$ cat src/rtl/buscar_pkg.sv
// Shared types and width helper for the sequential search-and-assign block.
package buscar_pkg;

    typedef enum logic [1:0] {
        IDLE = 2'd0,
        SCAN = 2'd1,
        DONE = 2'd2
    } state_t;

    typedef enum logic [1:0] {
        MODE_SEARCH        = 2'd0,
        MODE_REPLACE_FIRST = 2'd1,
        MODE_REPLACE_ALL   = 2'd2,
        MODE_RESERVED      = 2'd3
    } mode_t;

    // Index width for an n-entry dimension; a single-entry dimension still gets one bit.
    function automatic int idx_w(input int n);
        return (n > 1) ? $clog2(n) : 1;
    endfunction

endpackage

$ cat src/rtl/buscar_scan_idx.sv
// Row-major row/column scan counter with clear, enable and a last-cell flag.
module buscar_scan_idx
    import buscar_pkg::*;
#(
    parameter int ROWS = 8,
    parameter int COLS = 8,
    localparam int RW  = idx_w(ROWS),
    localparam int CW  = idx_w(COLS)
) (
    input  logic          clk,
    input  logic          rst,
    input  logic          clr,
    input  logic          en,
    output logic [RW-1:0] row,
    output logic [CW-1:0] col,
    output logic          last
);

    localparam logic [RW-1:0] ROW_MAX = RW'(ROWS - 1);
    localparam logic [CW-1:0] COL_MAX = CW'(COLS - 1);

    assign last = (row == ROW_MAX) && (col == COL_MAX);

    always_ff @(posedge clk) begin
        if (rst || clr) begin
            row <= '0;
            col <= '0;
        end else if (en) begin
            if (col == COL_MAX) begin
                col <= '0;
                row <= (row == ROW_MAX) ? '0 : row + 1'b1;
            end else begin
                col <= col + 1'b1;
            end
        end
    end

endmodule

$ cat src/rtl/buscar_asignar_seq.sv
// Sequential search-and-assign over a ROWS x COLS matrix, one cell per clock.
// Handshake: start is taken only in IDLE; busy is high while scanning; done pulses for one cycle.
module buscar_asignar_seq
    import buscar_pkg::*;
#(
    parameter int ROWS   = 8,
    parameter int COLS   = 8,
    parameter int DATA_W = 10,
    parameter int KEY_W  = 6,
    localparam int RW    = idx_w(ROWS),
    localparam int CW    = idx_w(COLS),
    localparam int MW    = $clog2(ROWS * COLS + 1)
) (
    input  logic              clk,
    input  logic              rst,
    input  logic              wr_en,
    input  logic [RW-1:0]     wr_row,
    input  logic [CW-1:0]     wr_col,
    input  logic [DATA_W-1:0] wr_data,
    input  logic [RW-1:0]     rd_row,
    input  logic [CW-1:0]     rd_col,
    output logic [DATA_W-1:0] rd_data,
    input  logic              start,
    input  logic [KEY_W-1:0]  key,
    input  logic [1:0]        mode,
    input  logic [DATA_W-1:0] assign_val,
    output logic              busy,
    output logic              done,
    output logic              found,
    output logic [MW-1:0]     match_count,
    output logic [RW-1:0]     first_row,
    output logic [CW-1:0]     first_col,
    output state_t            state_dbg
);

    localparam logic [MW-1:0] COUNT_MAX = MW'(ROWS * COLS);

    state_t              state, state_nxt;
    logic [KEY_W-1:0]    key_q;
    mode_t               mode_q;
    logic [DATA_W-1:0]   aval_q;
    logic [DATA_W-1:0]   cells [ROWS][COLS];
    logic [RW-1:0]       scan_row;
    logic [CW-1:0]       scan_col;
    logic                scan_last;
    logic                accept, hit, replace_en, wr_ok, stop_first;

    assign accept     = (state == IDLE) && start;
    assign hit        = (state == SCAN) && (cells[scan_row][scan_col] == DATA_W'(key_q));
    assign replace_en = (mode_q == MODE_REPLACE_FIRST) || (mode_q == MODE_REPLACE_ALL);
    assign stop_first = hit && (mode_q == MODE_REPLACE_FIRST);
    assign wr_ok      = (state == IDLE) && wr_en && (32'(wr_row) < ROWS) && (32'(wr_col) < COLS);

    assign busy      = (state == SCAN);
    assign done      = (state == DONE);
    assign state_dbg = state;

    buscar_scan_idx #(.ROWS(ROWS), .COLS(COLS)) u_idx (
        .clk  (clk),
        .rst  (rst),
        .clr  (accept),
        .en   (state == SCAN),
        .row  (scan_row),
        .col  (scan_col),
        .last (scan_last)
    );

    always_comb begin
        rd_data = '0;
        if ((32'(rd_row) < ROWS) && (32'(rd_col) < COLS)) begin
            rd_data = cells[rd_row][rd_col];
        end
    end

    always_ff @(posedge clk) begin
        if (rst) begin
            state <= IDLE;
        end else begin
            state <= state_nxt;
        end
    end

    always_comb begin
        state_nxt = state;
        case (state)
            IDLE:    if (start) state_nxt = SCAN;
            SCAN:    if (scan_last || stop_first) state_nxt = DONE;
            DONE:    state_nxt = IDLE;
            default: state_nxt = IDLE;
        endcase
    end

    // A host write and an accepted start can share a cycle: the write lands before the scan begins.
    always_ff @(posedge clk) begin
        if (rst) begin
            for (int r = 0; r < ROWS; r++) begin
                for (int c = 0; c < COLS; c++) begin
                    cells[r][c] <= '0;
                end
            end
        end else if (wr_ok) begin
            cells[wr_row][wr_col] <= wr_data;
        end else if (hit && replace_en) begin
            cells[scan_row][scan_col] <= aval_q;
        end
    end

    always_ff @(posedge clk) begin
        if (rst) begin
            key_q       <= '0;
            mode_q      <= MODE_SEARCH;
            aval_q      <= '0;
            found       <= 1'b0;
            match_count <= '0;
            first_row   <= '0;
            first_col   <= '0;
        end else if (accept) begin
            key_q       <= key;
            mode_q      <= mode_t'(mode);
            aval_q      <= assign_val;
            found       <= 1'b0;
            match_count <= '0;
            first_row   <= '0;
            first_col   <= '0;
        end else if (hit) begin
            if (match_count != COUNT_MAX) begin
                match_count <= match_count + 1'b1;
            end
            if (!found) begin
                found     <= 1'b1;
                first_row <= scan_row;
                first_col <= scan_col;
            end
        end
    end

endmodule

$ cat config.mk
export PLATFORM = sky130hd
export DESIGN_NAME = buscar_asignar_seq
export DESIGN_NICKNAME = d
export VERILOG_FILES = /design/src/rtl/buscar_pkg.sv /design/src/rtl/buscar_scan_idx.sv /design/src/rtl/buscar_asignar_seq.sv
export SDC_FILE = /design/constraint.sdc
export NUM_CORES = 1
export LEC_CHECK = 0
export ABC_CLOCK_PERIOD_IN_PS = 5000
export CORE_ASPECT_RATIO = 1.5
export CORE_MARGIN = 2
export CORE_UTILIZATION = 40
export CTS_CLUSTER_DIAMETER = 100
export DETAILED_ROUTE_END_ITERATION = 6
export GPL_ROUTABILITY_DRIVEN = 0
export GPL_TIMING_DRIVEN = 1
export SYNTH_ARGS = -nofsm -noshare
export SYNTH_HDL_FRONTEND = slang
export SYNTH_SLANG_ARGS = --single-unit
export TNS_END_PERCENT = 5
$ cat constraint.sdc
create_clock -name clk -period 5 [get_ports clk]
set_input_delay 1 -clock clk [delete_from_list [all_inputs] [get_ports clk]]
set_output_delay 1 -clock clk [all_outputs]
set_load 0.01 [all_outputs]
After elaboration in Yosys (flattened, before gate mapping)
Memories as Yosys holds them, arrays and structs flattened. A register that Yosys moved wholly into a read port is not among the register bits.
Cells that the tools add are included.
- add/sub/neg operators: 3
- multiply operators: 0
- divide/modulo/power cells: 0
- order comparisons: 5
- equal/unequal tests: 10
- shift-type cells: 0
- multiplexer cells: 32
- bitwise operators: 4
- reductions and logical operators: 19
- operators with widths (kind ; count):
    $mux W80 ; 6
    $reduce_or A80 Y1 ; 2
    $bmux W10 S3 ; 2
    $demux W10 S3 ; 2
    $mux W10 ; 6
    $mux W3 ; 6
    $ge A4 B4 Y1 const B ; 3
    $not A3 Y4 ; 3
    $eq A10 B6 Y1 ; 1
    $logic_and A1 B1 Y1 ; 8
    $lt A4 B1 Y1 const B ; 2
    $reduce_and A2 Y1 ; 4
    $add A7 B1 Y7 const B ; 1
    $mux W1 ; 7
    $ne A7 B7 Y1 const B ; 1
    $add A3 B1 Y3 const B ; 2
    $eq A3 B3 Y1 const B ; 2
    $eq A2 B1 Y1 const B ; 2
    $eq A2 B2 Y1 const B ; 2
    $mux W2 ; 2
    $pmux W2 S2 ; 1
    $logic_or A1 B1 Y1 ; 3
    $logic_not A2 Y1 ; 1
    $ne A2 B1 Y1 const B ; 1
    3 further kinds ; 3
- register bits: 40
- latch bits: 0
- bits in writable memories: 640
- bits in read-only memories: 0
- input port bits: 44
- output and inout port bits: 28
- word-level logic and storage cells: 84
- memories kept: 1
- memories (name ; depth ; width ; read ports ; clocked after memory_dff ; write ports ; RTL line ; text):
    cells ; 8 ; 80 ; 2 ; 1 ; 8 ; buscar_asignar_seq.sv:42 ; logic [DATA_W-1:0] cells [ROWS][COLS];

Longest topological paths before layout
- depth in word-level cells: 13
- gate-level depth with buffers: 18
- mapped depth without buffers: 10

Hierarchy
A second synthesis with hierarchy kept.
- cell total of the unflattened synthesis: 2768
- area, all modules: 35977.0 um^2
- modules (own cells, without submodules) (module ; instances ; cells each ; area each (um^2) ; sequential area each (um^2)):
    buscar_asignar_seq ; 1 ; 2738 ; 35657.9 ; 19899.1
    buscar_scan_idx ; 1 ; 30 ; 319.1 ; 120.1

Worst setup path before layout
OpenSTA, ideal clock, no wires.
- path kind: input -> output
- start: input rd_row[0]
- end: output rd_data[0]
- arrival time: 3.523 ns
- required time: 4.000 ns
- slack: 0.477 ns
- stages: 6
- buffers on the path: 3
- cell sequence: clkbuf_1 > clkbuf_1 > buf_1 > mux4_2 > mux4_2 > mux4_2
- longest elaborated chain between the ends: 4
- RTL lines (element ; RTL line ; text):
    start: declaration ; buscar_asignar_seq.sv:20 ; input logic [RW-1:0] rd_row,
    $mem_v2 Z8 W80 ; -- ;
    $bmux W10 S3 ; buscar_asignar_seq.sv:71 ; rd_data = cells[rd_row][rd_col];
    $mux W10 (not written as such) (2 in series) ; buscar_asignar_seq.sv:71 ;
    end: declaration ; buscar_asignar_seq.sv:22 ; output logic [DATA_W-1:0] rd_data,
Every way passes these cells. The select of a mux whose other input is x is not followed.

==> impl_metrics.env <==
export IMPL_fin_crit_ps=4938
export IMPL_yosysUniqueCellTypes=77
export IMPL_synthFlopType="edfxtp_1"
export IMPL_wl_per_cell_um=36.51
export IMPL_holdPathStages=2
export IMPL_cts_hold_buf=0
export IMPL_fin_ws_ps=61.51
export IMPL_ys_ff_latch=683
export IMPL_antennaDiodeCount=0
export IMPL_final_nets=2982
export IMPL_htree_levels=3
export IMPL_finalSetupViolCount=0
export IMPL_rr_worst_depth=14
export IMPL_synth_area_mm2=0.03940
export IMPL_dpl_cell_area_mm2=0.04321
export IMPL_finClkSkew_ps=36.46
export IMPL_routed_top_layer="met5"
export IMPL_area_growth_pct=15.83
export IMPL_syn_nets=2923
export IMPL_dp_slack_ps=-204.3
export IMPL_drive_gt1_share_pct=30.61
export IMPL_hold_viol=0
export IMPL_num_vias=30490
export IMPL_wirelength_um=156000
export IMPL_start_kind="flip-flop"
export IMPL_crit_type="reg2reg"
export IMPL_io_pins=72
export IMPL_r2r_slack_ps=60
export IMPL_yosysTopAreaCellShare_pct=48.78
export IMPL_grt_pass1_vias=30310
export IMPL_synthArstFlopShare_pct=0
export IMPL_syn_area_per_cell_um2=13.72
export IMPL_relSlewSlack_pct=21.53
export IMPL_n_fill_cell=8630
export IMPL_root_buffer="clkbuf_16"
export IMPL_die_w_um=260.2
export IMPL_tightestPinTransition_ps=1177
export IMPL_synth_edf_count=640
export IMPL_leakagePower_nw=15.28
export IMPL_grt_max_degree=91
export IMPL_vdd_drop_max_mv=0.2388
export IMPL_dr_pass1_iters=7
export IMPL_cp_required_ps=5380
export IMPL_cp_max_fo=36
export IMPL_drt_antenna_violating_nets=0
export IMPL_power_density_mw_per_mm2=295.1
export IMPL_die_area_mm2=0.1011
export IMPL_antenna_found_initial=5
export IMPL_slew_viol_final=0
export IMPL_portBuffers=71
export IMPL_first_iter_violations=4666
export IMPL_met1Wirelength_um=48910
export IMPL_path_clk_slew_ps=70
export IMPL_met3_length_um=17050
export IMPL_synth_cells=2872
export IMPL_drcViolationCount=0
export IMPL_stdcell_area_mm2=0.04563
export IMPL_cts_tree="done"
export IMPL_synth_top_cells_by_count="640 x edfxtp_1, 471 x a22oi_1, 292 x mux4_2, 204 x clkbuf_1, 143 x a21oi_1"
export IMPL_initial_utilization_pct=40.16
export IMPL_fp_row_count=141
export IMPL_met2_length_um=75260
export IMPL_rsz0062_at_grt="no"
export IMPL_grt_ovfl_total=0
export IMPL_r2r_end="cells[1][2]"
export IMPL_post_synth_top_count_cell="edfxtp_1"
export IMPL_fin_crit_sh_pct=98.77
export IMPL_yosysSeqAreaShare_pct=50.97
export IMPL_clk_latency_ps=690
export IMPL_grt_pass1_wl_um=222400
export IMPL_cts_buffer_depth=3
export IMPL_crit_arrival_ps=5320
export IMPL_max_freq_mhz=202.5
export IMPL_synth_area_leaders="edfxtp_1 49%, mux4_2 17%, a22oi_1 9.0%"
export IMPL_cts_buffers=70
export IMPL_hold_path_class="reg2reg"
export IMPL_synth_area_leader_cell="edfxtp_1"
export IMPL_grt_use_total_pct=30.74
export IMPL_via_per_inst=7.135
export IMPL_hold_end="mode_q[1]"
export IMPL_core_mm2=0.09809
export IMPL_crit_path_end_kind="flip-flop"
export IMPL_cts_sinks=683
export IMPL_min_delay_start="mode_q[1]"
export IMPL_cap_violations=0
export IMPL_yosysWarnings=0
export IMPL_die_h_um=388.4
export IMPL_post_dp_hpwl_um=110100
export IMPL_status="finished clean"
==> power by group <==
| group | internal [W] | leakage [nW] | switching (W) |
|---|---|---|---|
| sequential | 0.00642 | 7.02 | 0.000167 |
| clock | 0.00313 | 1.13 | 0.00239 |
| combinational | 0.000572 | 7.13 | 0.000795 |
==> cells by family after synthesis <==
| logic type | count (synthesis) | synth area share, % |
|---|---|---|
| AO/OA/AOI/OAI | 849 | 17.05 |
| XOR/XNOR | 4 | 0.08894 |
| adder cells (fa/ha/maj) | 7 | 0.2223 |
| buffers and inverters | 413 | 5.285 |
| flip-flops | 683 | 50.97 |
| multiplexers | 368 | 18.64 |
| AND/OR/NAND/NOR | 548 | 7.746 |
==> per-stage QoR <==
step                total power, W  hold slack [ps]  TNS [ps]  util [%]  instances
global placement          0.007993            444.8    -12330     44.05       4142
floorplan                 0.007325            436.3         0         -       2872
CTS                        0.01343            471.4         0     46.41       4269
detailed placement        0.008023            462.4    -40370     44.05       4142
global route               0.01371            480.9         0     46.52       4273
finish                     0.01347            467.6         0     46.52       4273
==> what timing repair did <==
action,4_1_cts,5_1_grt
endpoints found under the setup margin,1138,1252
buffers inserted,0,4
gates resized for setup,2,7
==> worst max path at each step <==
stage	startpoint	to	depth (start not counted)
5_1_grt	flip-flop	cells[0][52]	15
4_1_cts	flip-flop	cells[6][38]	11
2_1_floorplan	rd_row[0]	rd_data[0]	6
3_5_place_dp	flip-flop	cells[6][39]	10
3_3_place_gp	flip-flop	cells[6][39]	10
6_report	flip-flop	cells[1][2]	14
==> cells in the final DEF, fill, tap and decap left out, types with 70 or more instances in the layout <==
cell       count
nand2_1      141
a22oi_2      130
edfxtp_1     640
nor2_1        90
buf_12        82
mux2i_1       70
mux4_2       292
buf_4        234
clkbuf_16     72
a22oi_1      471
a21oi_1      143
==> critical path, cell delays in order (launching register included) <==
cell and delay (ps):
dfxtp_4 650, buf_12 310, buf_4 200, a211oi_1 50, a21o_1 170, a2111oi_1 610, buf_4 270, nor3_1 90
nor4_2 330, or4b_4 630, buf_12 240, buf_12 190, o21ai_4 430, buf_12 250, a22oi_1 110
==> registers in the layout (all words and copies together), names as in the netlist, named ones only <==
signal / count
found: 1
first_row: 3
state_dbg: 2
u_idx.row: 3
mode_q: 2
first_col: 3
u_idx.col: 3
aval_q: 10
cells: 640
match_count: 7
key_q: 6
==> layer usage <==
metal	vias up	track usage (%)
li1	12000	-
met1	15340	34.86
met2	2494	50.41
met3	651	6.834
met4	6	23.31
met5	-	0
==> area by class of cell <==
| class | count | area [um^2] | area share (%) |
|---|---|---|---|
| flip-flops and latches | 683 | 20090 | 44.03 |
| clock buffers | 87 | 1858 | 4.072 |
| clock inverters | 40 | 456.7 | 1.001 |
| repair buffers | 387 | 4123 | 9.034 |
| multi-input cells | 1776 | 17440 | 38.22 |
| inverters | 13 | 51.30 | 0.1124 |
| well taps | 1287 | 1610 | 3.529 |
No activity file was read; power rests on OpenSTA's default activity.
